<file path="config.mk">
export PLATFORM = sky130hd
export DESIGN_NAME = adder_share_scheduler
export DESIGN_NICKNAME = d
export VERILOG_FILES = /design/src/rtl/adder_share_scheduler.sv
export SDC_FILE = /design/constraint.sdc
export NUM_CORES = 1
export LEC_CHECK = 0
export BUFFER_PORTS_ARGS = -buffer_cell sky130_fd_sc_hd__buf_2
export CAP_MARGIN = 10
export CORE_MARGIN = 2
export CORE_UTILIZATION = 30
export CTS_CLUSTER_DIAMETER = 40
export DETAILED_ROUTE_END_ITERATION = 8
export GPL_TIMING_DRIVEN = 0
export SLEW_MARGIN = 20
export SYNTH_ARGS = -nofsm -noshare
export SYNTH_HDL_FRONTEND = slang
export SYNTH_SLANG_ARGS = --single-unit
</file>
<file path="constraint.sdc">
create_clock -name i_clk -period 3.2 [get_ports i_clk]
set_input_delay 0.16 -clock i_clk [delete_from_list [all_inputs] [get_ports i_clk]]
set_output_delay 0.16 -clock i_clk [all_outputs]
set_load 0.005 [all_outputs]
</file>
<file path="src/rtl/adder_share_scheduler.sv">
// Round-robin scheduler that time-shares one external multicycle adder among
// NUM_REQ requesters and returns each sum through a single-entry response register.
module adder_share_scheduler #(
  parameter int WIDTH      = 22,
  parameter int NUM_REQ    = 4,
  parameter int ADD_CYCLES = 2,
  parameter int ID_W       = 2
) (
  input  logic                     i_clk,
  input  logic                     i_rst,
  input  logic [NUM_REQ-1:0]       i_req_valid,
  output logic [NUM_REQ-1:0]       o_req_ready,
  input  logic [NUM_REQ*WIDTH-1:0] i_req_term1,
  input  logic [NUM_REQ*WIDTH-1:0] i_req_term2,
  output logic [WIDTH-1:0]         o_add_term1,
  output logic [WIDTH-1:0]         o_add_term2,
  input  logic [WIDTH:0]           i_add_result,
  output logic                     o_rsp_valid,
  input  logic                     i_rsp_ready,
  output logic [ID_W-1:0]          o_rsp_id,
  output logic [WIDTH:0]           o_rsp_result,
  output logic                     o_busy
);

  localparam int CNT_W = (ADD_CYCLES > 1) ? $clog2(ADD_CYCLES) : 1;

  typedef enum logic [1:0] {S_IDLE, S_WAIT, S_RESP} state_t;

  state_t            r_state, w_next_state;
  logic [ID_W-1:0]   r_ptr;
  logic [CNT_W-1:0]  r_cnt;
  logic [WIDTH-1:0]  r_term1, r_term2;
  logic [WIDTH:0]    r_result;
  logic [ID_W-1:0]   r_rsp_id;
  logic              r_rsp_valid;

  logic [ID_W-1:0]   w_cand [NUM_REQ];
  logic [ID_W-1:0]   w_grant_id;
  logic [ID_W-1:0]   w_next_ptr;
  logic              w_found;

  // Handshakes: a request transfers on the edge where i_req_valid[k] && o_req_ready[k];
  // a response transfers on the edge where o_rsp_valid && i_rsp_ready. Nothing else moves data.

  always_comb begin
    for (int i = 0; i < NUM_REQ; i++) begin
      w_cand[i] = ID_W'((int'(r_ptr) + i) % NUM_REQ);
    end
  end

  // First valid requester at or after the pointer, wrapping.
  always_comb begin
    w_found    = 1'b0;
    w_grant_id = '0;
    for (int i = 0; i < NUM_REQ; i++) begin
      if (!w_found && i_req_valid[w_cand[i]]) begin
        w_found    = 1'b1;
        w_grant_id = w_cand[i];
      end
    end
  end

  assign w_next_ptr  = (w_grant_id == ID_W'(NUM_REQ - 1)) ? '0 : w_grant_id + 1'b1;
  assign o_req_ready = (!i_rst && r_state == S_IDLE && w_found) ?
                       (NUM_REQ'(1) << w_grant_id) : '0;

  always_comb begin
    w_next_state = r_state;
    case (r_state)
      S_IDLE:  if (w_found)       w_next_state = S_WAIT;
      S_WAIT:  if (r_cnt == '0)   w_next_state = S_RESP;
      S_RESP:  if (i_rsp_ready)   w_next_state = S_IDLE;
      default:                    w_next_state = S_IDLE;
    endcase
  end

  always_ff @(posedge i_clk) begin
    if (i_rst) r_state <= S_IDLE;
    else       r_state <= w_next_state;
  end

  always_ff @(posedge i_clk) begin
    if (i_rst) begin
      r_ptr       <= '0;
      r_cnt       <= '0;
      r_term1     <= '0;
      r_term2     <= '0;
      r_result    <= '0;
      r_rsp_id    <= '0;
      r_rsp_valid <= 1'b0;
    end else begin
      case (r_state)
        S_IDLE: begin
          if (w_found) begin
            r_term1  <= i_req_term1[w_grant_id*WIDTH +: WIDTH];
            r_term2  <= i_req_term2[w_grant_id*WIDTH +: WIDTH];
            r_rsp_id <= w_grant_id;
            r_cnt    <= CNT_W'(ADD_CYCLES - 1);
            r_ptr    <= w_next_ptr;
          end
        end
        S_WAIT: begin
          // Operands stay frozen so the ripple path settles before capture.
          if (r_cnt == '0) begin
            r_result    <= i_add_result;
            r_rsp_valid <= 1'b1;
          end else begin
            r_cnt <= r_cnt - 1'b1;
          end
        end
        S_RESP: begin
          if (i_rsp_ready) r_rsp_valid <= 1'b0;
        end
        default: r_rsp_valid <= 1'b0;
      endcase
    end
  end

  assign o_add_term1  = r_term1;
  assign o_add_term2  = r_term2;
  assign o_rsp_valid  = r_rsp_valid;
  assign o_rsp_id     = r_rsp_id;
  assign o_rsp_result = r_result;
  assign o_busy       = (r_state != S_IDLE);

endmodule
</file>
# Word level (Yosys, flattened, before mapping)
# Index checks and enable logic that the tools add are counted.
# totals
reg_bits	75
in_bits	206
out_inout_bits	75
elab_cells	74
# op_classes
add_sub_neg	5
multipliers	1
magnitude_cmp	4
eq_ne	6
shift	3
muxes	28
bitwise	2
n_reduce_logical	17
# ops
op	n
$shiftx A88 B8 Y22	2
$mux W2	8
$lt A2 B3 Y1 const B	4
$mux W1	12
$bmux W1 S2	4
$mul A2 B4 Y6 const B	1
$ne A2 B2 Y1 const B	3
$pmux W2 S3	1
$reduce_and A2 Y1	3
$reduce_and A3 Y1	2
$logic_and A1 B1 Y1	5
$add A2 B1 Y2 const B	2
$add A2 B2 Y2 const B	2
$eq A2 B2 Y1 const B	2
$logic_not A1 Y1	4
$mux W4	1
$reduce_bool A2 Y1	2
$shl A1 B2 Y4 const A	1
$pmux W1 S3	1
$eq A2 B1 Y1 const B	1
$logic_not A2 Y1	1
$not A1 Y1	2
$pmux W1 S2	1
$sub A1 B1 Y1 const B	1

# Longest topological paths before layout
# depth
ltp_word	14
ltp_mapped	8
depth_no_buf	6

# Worst setup path after synthesis
# OpenSTA, ideal clock, no wires.
# synth_timing
path_kind	register -> register
startpoint	register r_ptr[1]
endpoint	register r_ptr[1]
setup_ps	128
arrival_ps	1515
required_ps	3072
setup_slack_ps	1558
path_stages_with_launch	9
n_path_buf	2
period_less_slack_ps	1642
path_cell_list	dfxtp_1 buf_6 mux2i_1 nor2_1 nor3_2 buf_2 ha_1 mux2i_1 nor2_1
# synth_via
elab_chain_len	14
word_cells_on_any_way	29
cone_classes	4 x add/sub; 1 x eq/ne; 17 x mux; 7 x reduce/logical
# synth_lines
item	line_no	source
start, declared	30	logic [ID_W-1:0] r_ptr;
start signal, assigned	99	r_ptr <= w_next_ptr;
branches (longest 11 deep; another with $add A2 B1 Y2)	n/a	
$mux W2 *	56	if (!w_found && i_req_valid[w_cand[i]]) begin
$add A2 B1 Y2 or $eq A2 B2 Y1 (tied branches)	63	assign w_next_ptr = (w_grant_id == ID_W'(NUM_REQ - 1)) ? '0 : w_grant_id + 1'b1;
$mux W2 *	63	
net w_next_ptr[1]	39	logic [ID_W-1:0] w_next_ptr;
# Mark *: on every way through the listed nets, which the timed path passes. The select of a mux whose other input is x is not followed.
# A chain may end at the register's enable or synchronous reset.

# Worst setup path after layout
# layout_timing
startpoint	register r_ptr[1]
endpoint	output port o_req_ready[2]
# layout_via
elab_chain_len	14
word_cells_on_any_way	28
cone_classes	3 x add/sub; 1 x shift; 17 x mux; 7 x reduce/logical
# layout_lines
item	line_no	source
branches (longest 13 deep; another with $add A2 B1 Y2)	n/a	
$mux W4 *	64	assign o_req_ready = (!i_rst && r_state == S_IDLE && w_found) ?
end, declared	12	output logic [NUM_REQ-1:0] o_req_ready,
# Mark *: on every way between the ends. The select of a mux whose other input is x is not followed.

==> impl_metrics.env <==
export IMPL_status="finished clean"
export IMPL_post_cts_buffers=0
export IMPL_dieArea_um2=12400
export IMPL_cts_buffer_depth=2
export IMPL_grt_use_total_pct=20.1
export IMPL_ios=281
export IMPL_drc=0
export IMPL_tns_ps=0
export IMPL_finClkSkew_ps=11.5
export IMPL_synth_most_common_cell="dfxtp_1"
export IMPL_grt_pass1_vias=4020
export IMPL_core_area_um2=11300
export IMPL_ys_ff_latch=75
export IMPL_crit_type="reg2out"
export IMPL_routedWlPerCell_um=15.8
export IMPL_rsz0062_at_grt="false"
export IMPL_synth_net_count=572
export IMPL_grt_ovfl_total=0
export IMPL_hold_path_class="in2reg"
export IMPL_switching_power_uw=915
export IMPL_antenna_found_initial=0
export IMPL_portBuffers=279
export IMPL_die_width_um=111
export IMPL_drive_above_1_share_pct=49.5
export IMPL_p_comb_share_pct=28.4
export IMPL_h_tree_depth=3
export IMPL_drt_iter0_drc=404
export IMPL_cts_tree="done"
export IMPL_worstPathArrival_ps=2120
export IMPL_fill_cells=1137
export IMPL_cts_resized=0
export IMPL_clock_sinks=75
export IMPL_slew_headroom_pct=66.4
export IMPL_clock_power_share_pct=32.6
export IMPL_dr_pass1_iters=8
export IMPL_grt_pass1_wl_um=20100
export IMPL_antenna_left=0
export IMPL_drv_slew=0
export IMPL_synth_cell_types=30
export IMPL_ys_seq_area_share_pct=43.5
export IMPL_final_core_util_pct=46.9
export IMPL_p_leak_nw=2.64
export IMPL_power_mw=2.97
export IMPL_synth_area_um2=3450
export IMPL_timing_final_crit_share_pct=71.2
export IMPL_gp_congestion=0.925
export IMPL_fin_nets=862
export IMPL_synth_flop_cell="dfxtp_1"
export IMPL_ctsHoldBuffers=0
export IMPL_max_freq_ghz=0.439
export IMPL_p_sw_share_pct=30.8
export IMPL_clockRootBuffer="clkbuf_16"
export IMPL_maxCapViolCount=0
export IMPL_hold_viol_final=0
export IMPL_syn_to_final_growth_pct=54.0
export IMPL_setup_slack_ps=921
export IMPL_yosysWarnings=0
export IMPL_powerDensity_nw_per_um2=560
export IMPL_clk_pin_slew_ps=70
export IMPL_pwr_share_seq_pct=39.0
export IMPL_cts_buffers=9
export IMPL_p_int_mw=2.06
export IMPL_endpoint_kind="output pin"
export IMPL_synthCells=364
export IMPL_synth_edf_count=0
export IMPL_synthArstFlopShare_pct=0
export IMPL_dp_hpwl_um=9950
export IMPL_grt_max_degree=15
export IMPL_routed_wirelength_um=12600
export IMPL_synth_commonest_cells="dfxtp_1, nand2_1, mux2i_1"
export IMPL_viasPerCell=5.14
export IMPL_place_worst_setup_slack_ps=1240
export IMPL_die_y_um=111
export IMPL_clk_latency_ps=330
export IMPL_required_ps=3040
export IMPL_tightest_slew_ps=500
export IMPL_holdWs_ps=59.5
export IMPL_synth_area_leaders="dfxtp_1, mux2i_1, a222oi_1"
export IMPL_finalSetupViolCount=0
export IMPL_fin_crit_ps=2280
export IMPL_setup_worst_path_start_class="flip-flop"
export IMPL_netlist_area_leader_share_pct=43.5
export IMPL_rows=39
export IMPL_num_vias=4121
export IMPL_start_util_pct=30.5
export IMPL_syn_area_per_cell_um2=9.48
export IMPL_vdd_drop_max_mv=0.402
export IMPL_cp_max_fo=10
export IMPL_antennaDiodeCount=0
export IMPL_synth_area_leader_cell="dfxtp_1"
[power by group through the flow]
stage          sequential [mW]  combinational, mW  clock (mW)
3_3_place_gp              1.17              0.840           0
4_1_cts                   1.16              0.855        1.01
3_5_place_dp              1.18              0.852           0
2_1_floorplan             1.19              0.451           0
5_1_grt                   1.17              0.930        1.06
6_report                  1.16              0.844       0.969
[through the flow]
step	cells	area [um2]
6_report	802	5310
5_1_grt	802	5310
4_1_cts	802	5310
3_5_place_dp	786	5020
3_3_place_gp	786	5020
2_1_floorplan	364	3450
[cells by family after synthesis]
kind of cell | synth area share, %
AO/OA/AOI/OAI | 25.4
AND/OR/NAND/NOR | 9.83
flip-flops | 43.5
multiplexers | 13.9
buffers and inverters | 6.57
adder cells (fa/ha/maj) | 0.725
[layout make-up]
type                       instances  area (um2)  share of cell area, %
multi-input combinational        252        1720                   32.4
sequential                        75        1500                   28.3
timing repair buffer             279        1400                   26.3
clock buffer                      10         239                   4.50
buffer                            34         215                   4.05
tap                              143         179                   3.37
clock inverter                     6        47.5                  0.895
inverter                           3        11.3                  0.212
[cell usage in the layout (no fill, tap or decap)]
cell and n:
a211oi_1 1, a21oi_1 30, a222oi_1 44, a22o_1 1, and2_1 2, and3_1 1, buf_2 295, buf_4 2
buf_6 8, clkbuf_1 8, clkbuf_16 9, clkbuf_8 1, clkinv_2 1, clkinv_4 2, clkinvlp_4 1, dfxtp_1 75
ha_1 2, inv_1 3, inv_6 2, mux2i_1 48, nand2_1 50, nand2b_1 1, nor2_1 9, nor2_2 1
nor2_4 2, nor2b_1 2, nor3_1 3, nor3_2 1, nor3b_1 1, nor4_2 1, o2111a_1 1, o21ai_0 3
o21ai_1 45, o2bb2a_1 1, o2bb2ai_1 1, or2_1 1
[worst paths after layout]
check | start | cells past startpoint | endpoint | slack [ps]
worst max-delay path | r_ptr[1] | 9 | o_req_ready[2] | 920
worst min-delay path | i_add_result[3] | 3 | o_rsp_result[3] | 60
worst max register to register | r_ptr[1] | 8 | o_add_term2[18] | 1210
worst min register to register | o_rsp_result[10] | 2 | o_rsp_result[10] | 460
[metal layers]
layer	global-route usage [%]	share of wire (%)	up-vias
met5	0	0	-
met4	5.27	1.4	0
met3	7.16	9.6	16
met2	34.1	49	211
met1	24.1	40	1918
li1	-	-	1976
[registers in the layout, summed over array words and instances, names as in the netlist]
name and count:
o_rsp_result 23, o_add_term1 22, o_add_term2 22, o_rsp_id 2
r_ptr 2, r_state 2, o_rsp_valid 1, r_cnt 1
[critical path, cell delays in order, from the launching register on]
cell and delay, ps:
dfxtp_1 320, buf_6 130, mux2i_1 180, nor2_1 70
nor3_2 250, buf_2 320, inv_1 80, ha_1 190
and2_1 130, buf_2 120
Power figures use the tool's default switching activity.
